==> src/rtl/sumador_mac_ctrl.sv <==
// sumador_mac_ctrl: sequencer that time-shares one external combinational 2N-bit adder
// (Sumador) to accumulate a job of num_terms signed products into one MAC result.
//
// Ports:
//   CLK, RST_N             clock (rising edge) and synchronous active-low reset
//   start, num_terms       job start pulse and product count (sampled in IDLE only)
//   busy                   high whenever the controller is not idle
//   prod_data/valid/ready  product stream from the multiplier
//   Multiplica, Sum_ext    operands driven to the shared adder
//   Suma_G                 adder result, combinational from Multiplica and Sum_ext
//   acc_out/out_valid/ready  final result handshake to the consumer
//   ovf                    sticky signed-overflow flag for the current or last job
module sumador_mac_ctrl #(
  parameter int unsigned N     = 24,
  parameter int unsigned LEN_W = 8
) (
  input  logic             CLK,
  input  logic             RST_N,
  input  logic             start,
  input  logic [LEN_W-1:0] num_terms,
  output logic             busy,
  input  logic [2*N-1:0]   prod_data,
  input  logic             prod_valid,
  output logic             prod_ready,
  output logic [2*N-1:0]   Multiplica,
  output logic [2*N-1:0]   Sum_ext,
  input  logic [2*N-1:0]   Suma_G,
  output logic [2*N-1:0]   acc_out,
  output logic             out_valid,
  input  logic             out_ready,
  output logic             ovf
);

  localparam int unsigned W = 2 * N;

  typedef enum logic [1:0] {StIdle, StAccum, StDone} state_e;

  state_e           state_q, state_d;
  logic [W-1:0]     acc_q, acc_d;
  logic [LEN_W-1:0] count_q, count_d;
  logic [LEN_W-1:0] len_q, len_d;
  logic             ovf_q, ovf_d;

  always_ff @(posedge CLK) begin
    if (!RST_N) begin
      state_q <= StIdle;
      acc_q   <= '0;
      count_q <= '0;
      len_q   <= '0;
      ovf_q   <= 1'b0;
    end else begin
      state_q <= state_d;
      acc_q   <= acc_d;
      count_q <= count_d;
      len_q   <= len_d;
      ovf_q   <= ovf_d;
    end
  end

  always_comb begin
    state_d    = state_q;
    acc_d      = acc_q;
    count_d    = count_q;
    len_d      = len_q;
    ovf_d      = ovf_q;
    prod_ready = 1'b0;
    out_valid  = 1'b0;
    Multiplica = '0;

    unique case (state_q)
      StIdle: begin
        if (start) begin
          len_d   = num_terms;
          acc_d   = '0;
          count_d = '0;
          ovf_d   = 1'b0;
          // An empty job completes immediately with a zero result.
          state_d = (num_terms == '0) ? StDone : StAccum;
        end
      end
      StAccum: begin
        prod_ready = 1'b1;
        Multiplica = prod_data;
        if (prod_valid) begin
          acc_d   = Suma_G;
          count_d = count_q + LEN_W'(1);
          // Two's-complement wrap: like-signed operands yielding an opposite-signed sum.
          if ((acc_q[W-1] == prod_data[W-1]) && (Suma_G[W-1] != acc_q[W-1])) begin
            ovf_d = 1'b1;
          end
          // len_q >= 1 here, so len_q - 1 cannot underflow.
          if (count_q == len_q - LEN_W'(1)) begin
            state_d = StDone;
          end
        end
      end
      StDone: begin
        out_valid = 1'b1;
        if (out_ready) begin
          state_d = StIdle;
        end
      end
      default: state_d = StIdle;
    endcase
  end

  assign busy    = (state_q != StIdle);
  assign Sum_ext = acc_q;
  // acc is cleared by reset and retained after hand-off, so it can drive the port directly.
  assign acc_out = acc_q;
  assign ovf     = ovf_q;

endmodule
==> config.mk <==
export PLATFORM = sky130hd
export DESIGN_NAME = sumador_mac_ctrl
export DESIGN_NICKNAME = d
export VERILOG_FILES = /design/src/rtl/sumador_mac_ctrl.sv
export SDC_FILE = /design/constraint.sdc
export NUM_CORES = 1
export LEC_CHECK = 0
export ABC_AREA = 1
export BUFFER_PORTS_ARGS = -buffer_cell sky130_fd_sc_hd__buf_2
export CORE_MARGIN = 4
export CORE_UTILIZATION = 40
export DETAILED_ROUTE_END_ITERATION = 8
export PLACE_DENSITY_LB_ADDON = 0.08
export SLEW_MARGIN = 20
export SYNTH_ARGS = -nofsm -noshare
export SYNTH_HDL_FRONTEND = slang
export SYNTH_SLANG_ARGS = --single-unit
==> constraint.sdc <==
create_clock -name CLK -period 3.7 [get_ports CLK]
set_input_delay 0.555 -clock CLK [delete_from_list [all_inputs] [get_ports CLK]]
set_output_delay 0.555 -clock CLK [all_outputs]
set_load 0.005 [all_outputs]
---- After elaboration in Yosys (flattened, before gate mapping) ----
Cells that the tools add are included.
word-level totals
  register bits after elaboration ......... 67
  input bits .............................. 109
  output and inout bits ................... 148
  word-level logic and storage cells ...... 45
cells by class
  add/sub/neg operators ................... 2
  equality and inequality tests ........... 10
  muxes and demuxes ....................... 19
  reductions and logical operators ........ 9
operator list
  cell                 count
  $mux 48              3
  $pmux 48 s2          1
  $mux 8               2
  $pmux 8 s2           1
  $mux 2               5
  $ne 2x2->1 const B   5
  $add 8x1->8 const B  1
  $eq 8x8->1           1
  $logic_not 8->1      1
  $reduce_and 4->1     2
  $sub 8x1->8 const B  1
  $pmux 2 s3           1
  $mux 1               5
  $reduce_bool 2->1    2
  $reduce_and 3->1     1
  $eq 2x1->1 const B   1
  $eq 2x2->1 const B   1
  $logic_not 2->1      1
  $pmux 1 s2           1
  $reduce_and 2->1     1
  $eq 1x1->1           1
  $logic_and 1x1->1    1
  $ne 1x1->1           1

---- Depth between registers and ports, before layout ----
  depth after elaboration ................. 5
  depth in mapped cells ................... 13
  depth with buffers taken out ............ 13

---- Worst setup path after synthesis ----
Ideal clock, no wire load.
  path kind ............................... reg-to-output
  start point ............................. register state_q[1]
  end point ............................... output port Multiplica[27]
  arrival ................................. 1,238 ps
  required time ........................... 3,145 ps
  slack ................................... 1,907 ps
  stages on the path, launching flop included .. 6
  buffers on the path ..................... 2
  cell sequence ........................... dfxtp_1 > inv_2 > nand2_1 > clkbuf_1 > clkbuf_1 > nor2_1
between the ends
  word-level cells in the longest chain between the ends .. 2
RTL lines
  item                      line  source
  start: declaration        38    state_e state_q, state_d;
  start signal: assignment  46    state_q <= StIdle;
  start signal: assignment  52    state_q <= state_d;
  $eq 2x1->1                70    unique case (state_q)
  $mux 48                   70
  end: declaration          25    output logic [2*N-1:0] Multiplica,
No other way between the ends.

---- Worst setup path in the final report ----
  start point ............................. register state_q[0]
  end point ............................... register count_q[6]
between the ends
  word-level cells in the longest chain between the ends .. 3
  elaborated cells on any way between the ends .. 7
  classes of those cells .................. eq/ne: 3; mux: 1; reduce/logical: 3
RTL lines
  item                                                       line  source
  $eq 2x1->1 or $logic_not 2->1 (tied branches)              70
  $ne 2x2->1 (no line) or $reduce_bool 2->1 (tied branches)  --
  $reduce_and 3->1 (no line)                                 --
  end signal: assignment                                     54    count_q <= count_d;
  end: declaration                                           40    logic [LEN_W-1:0] count_q, count_d;
Parallel ways exist; a longest one is shown, timed or not.
A chain may end at the register's enable or synchronous reset.

==> results.txt <==
The HPWL after detailed placement came out at around 9000 um. The worst hold path belongs to the class reg2reg. The tree built by TritonCTS fans out to 67 sinks. The total number of yosys warnings came out at 0. The residual DRC count is 0.

Sorting the synthesized cells by area gives the leading types as sky130_fd_sc_hd__dfxtp_1, sky130_fd_sc_hd__buf_4, sky130_fd_sc_hd__nand2_1, sky130_fd_sc_hd__a21oi_1, sky130_fd_sc_hd__nand3_1. The average wire per cell in the routed design came out at roughly 13 um. From bottom edge to top edge, the die measures between 100 and 150 um.

The storage element area came out at approximately 1300 um^2. For this design the static power due to leakage is ~2.7 nW. The layout has 903 filler cells. Once layout is done, the placed cells without fillers occupy 4700 um^2. The mean cell area of the mapped netlist is 6.64 um^2. The area of the multi-input gates came out at 1470 um^2. The final-report setup violation count is 0.

Summed over all instances, the cell type with the most area after synthesis is sky130_fd_sc_hd__dfxtp_1. IR analysis of the VDD net gives a maximum drop of 0.315 mV. The repair_antennas step left the layout with diodes totalling 0. The clock reaches the later pin of the worst-skew pair after roughly 0.33 ns. The power per cell area came out at 531 nW/um^2.

The headroom to the max-slew limit is about three fifths. After synthesis the netlist holds a flip-flop and latch count of 67. The wire length reported by the detailed router is approximately 11,000 um. The setup skew after layout came out at roughly 0.0043 ns. Based on the critical path, the design can be clocked at up to around 0.46 GHz. The pre-antenna-repair detailed-routing pass consisted of 4 iterations. The initial antenna violation count came out at 0.

The share of post-route cells with drive strength above 1 came out at between 30% and 40%. Leaving out fill and tap cells, the most frequent cells in the layout are sky130_fd_sc_hd__buf_2, sky130_fd_sc_hd__nand2_1, sky130_fd_sc_hd__nor2_1. The placeable core region came out at between 8000 and 9000 um^2.

Leaving out fill and tap cells, the most frequent cell in the layout is sky130_fd_sc_hd__buf_2. The startpoint identified for the worst hold timing path is Sum_ext[39]. The post-route clock period utilization is 58.7%. The maximum fanout encountered on the critical timing path came out at 26. For the pin with the worst max-slew slack, the measured transition is a little under 0.6 ns. The post-CTS setup buffer count is 0. The share of the core filled with cells is 54.1%. In this run the critical register-to-register path is launched from state_q[0].

The number of H-tree levels came out at 3. Global routing consumed, over all layers together, approximately a fifth of the routing resources. Entering global routing, the biggest net connects between 50 and 60 pins.

The post-cts resize count came out at 0. The sequential element share of the synthesized area came out at between 30% and 40%. The count of final max-slew check failures came out at 0. TritonCTS built the clock tree.

Buffers placed on the I/O ports in this run total ~260. After detailed placement, the total cell area comes to between 4000 and 5000 um^2. The synthesized netlist net count came out at roughly 650. The number of hold buffers added after cts is 0. Max-cap violations in this run came to 0. Data on the critical path is required at its endpoint by roughly 4 ns. The die footprint is 10,400 um^2. The via count of the first global-routing pass came out at ~3.5k. The clock root buffer master is sky130_fd_sc_hd__clkbuf_8. The arrival time of the worst setup path is roughly 2.4 ns. After clock tree synthesis, the clock-pin slew on the worst setup and hold paths is about 0.06 ns. In the final design database the tool counted ~840 nets. The post-synthesis cell count came out at 535.

Total power for the finished layout comes to ~2.5 mW. The maximum number of buffers from clock root to sink came out at 2. The type of element capturing the critical path is a flop. The die is 102 um wide.

The cell area after synthesis is approximately 3600 um^2. The initial core utilization is 40.9%. The flow ran to the end, and the final reports show no timing, DRC or antenna violations. The detailed-route via count is between 3k and 4k. The global-route congestion overflow total came out at 0.

The wire length of the first global-routing pass came out at around 17,000 um. The placer congestion estimate is around 0.84. The via count normalized by instance count came out at 4.63. The worst setup path is launched from a flop. The share of Yosys cell area claimed by the top area cell type is about 38%. The floorplan has 34 rows.

The area growth from synthesis to layout is 32.3%. The count of nets left with antenna violations once routing finished came out at 0. Setup repair after global routing left no endpoint under its margin. The number of endpoints with negative hold slack in the final report came to 0. The number of buffers created by CTS came out at 9. In this run the worst setup path begins at state_q[0]. The final period demand of the worst path is roughly 2.2 ns.

The post-synthesis cell type count is 28. The aggregate negative setup slack is 0 ns. The I/O pin count came out at 257.

The number of design-rule violations left by the first detailed-router iteration is 195. The critical path is of the reg2reg type.
[worst paths after layout]
| path | endpoint | cells after the start | slack [ns] |
|---|---|---|---|
| hold reg to reg | Sum_ext[39] | 2 | 0.47 |
| setup / recovery | count_q[6] | 10 | 1.53 |
| setup reg to reg | count_q[6] | 10 | 1.53 |
| hold / removal | Sum_ext[39] | 2 | 0.47 |
[logic make-up after synthesis]
kind of cell             count (synthesis)  synth area share [%]
AND/OR/NAND/NOR                        241                  29.1
AO/OA/AOI/OAI                           74                  10.5
flip-flops                              67                  37.8
adder cells (fa/ha/maj)                  2                 0.705
XOR/XNOR                                 4                 0.987
buffers and inverters                  147                  20.9
[layer usage]
layer / wire [um] / global-route usage, % / vias to the layer above / share of wire [%]
met5: 0 / 0 / - / 0
met4: 99 / 6.86 / 0 / 0.88
met3: 987 / 5.12 / 8 / 8.8
met2: 5550 / 33.5 / 170 / 49
met1: 4620 / 25.3 / 1711 / 41
li1: - / - / 2011 / -
[flip-flops by register name (all words and copies together), names as in the netlist]
signal	count
Sum_ext	48
count_q	8
len_q	8
state_q	2
ovf	1
[through the flow]
stage	hold WS, ns	std cells	setup slack [ns]
2_1_floorplan	0.448	535	1.91
3_3_place_gp	0.458	828	1.59
3_5_place_dp	0.466	828	1.50
4_1_cts	0.465	842	1.46
5_1_grt	0.480	842	1.28
6_report	0.472	842	1.53
[where the power goes]
part,switching (mW),internal [mW]
clock,0.256,0.271
combinational,0.653,0.415
sequential,0.0803,0.818
[worst max-delay path, cell delays in order (launching register included)]
cell                      delay [ns]
sky130_fd_sc_hd__dfxtp_1        0.44
sky130_fd_sc_hd__inv_2          0.07
sky130_fd_sc_hd__nor2_4         0.39
sky130_fd_sc_hd__nand2_2        0.16
sky130_fd_sc_hd__nand2_2        0.15
sky130_fd_sc_hd__inv_2          0.20
sky130_fd_sc_hd__nor2_2         0.17
sky130_fd_sc_hd__nand2_1        0.12
sky130_fd_sc_hd__nor2_2         0.11
sky130_fd_sc_hd__a21oi_1        0.07
sky130_fd_sc_hd__nor3_1         0.19
[final cells by class]
class / count / area share (%)
well taps: 108 / 2.88
inverters: 71 / 5.67
flip-flops and latches: 67 / 28.6
repair buffers: 261 / 28.1
clock buffers: 12 / 3.30
clock inverters: 2 / 0.266
multi-input cells: 321 / 31.2
[synth_stat cells]
library cell,instances
sky130_fd_sc_hd__nor2_1,74
sky130_fd_sc_hd__buf_2,8
sky130_fd_sc_hd__xnor2_1,2
sky130_fd_sc_hd__nor3b_2,1
sky130_fd_sc_hd__nand4_1,1
sky130_fd_sc_hd__dfxtp_1,67
sky130_fd_sc_hd__clkinv_1,1
sky130_fd_sc_hd__clkbuf_1,18
sky130_fd_sc_hd__nor3_1,4
sky130_fd_sc_hd__nand2_2,3
sky130_fd_sc_hd__o21ai_1,1
sky130_fd_sc_hd__buf_1,2
sky130_fd_sc_hd__o21ai_0,10
sky130_fd_sc_hd__inv_2,3
sky130_fd_sc_hd__a21oi_1,61
sky130_fd_sc_hd__buf_4,48
sky130_fd_sc_hd__xor2_1,2
sky130_fd_sc_hd__nand3_1,58
sky130_fd_sc_hd__nand3b_1,1
sky130_fd_sc_hd__nor2_2,4
sky130_fd_sc_hd__ha_1,2
sky130_fd_sc_hd__a211oi_1,1
sky130_fd_sc_hd__inv_1,67
sky130_fd_sc_hd__a31oi_1,1
sky130_fd_sc_hd__nor4_1,3
sky130_fd_sc_hd__nor3b_1,1
sky130_fd_sc_hd__nor2_4,1
sky130_fd_sc_hd__nand2_1,90
No activity file was read; power rests on OpenSTA's default activity.
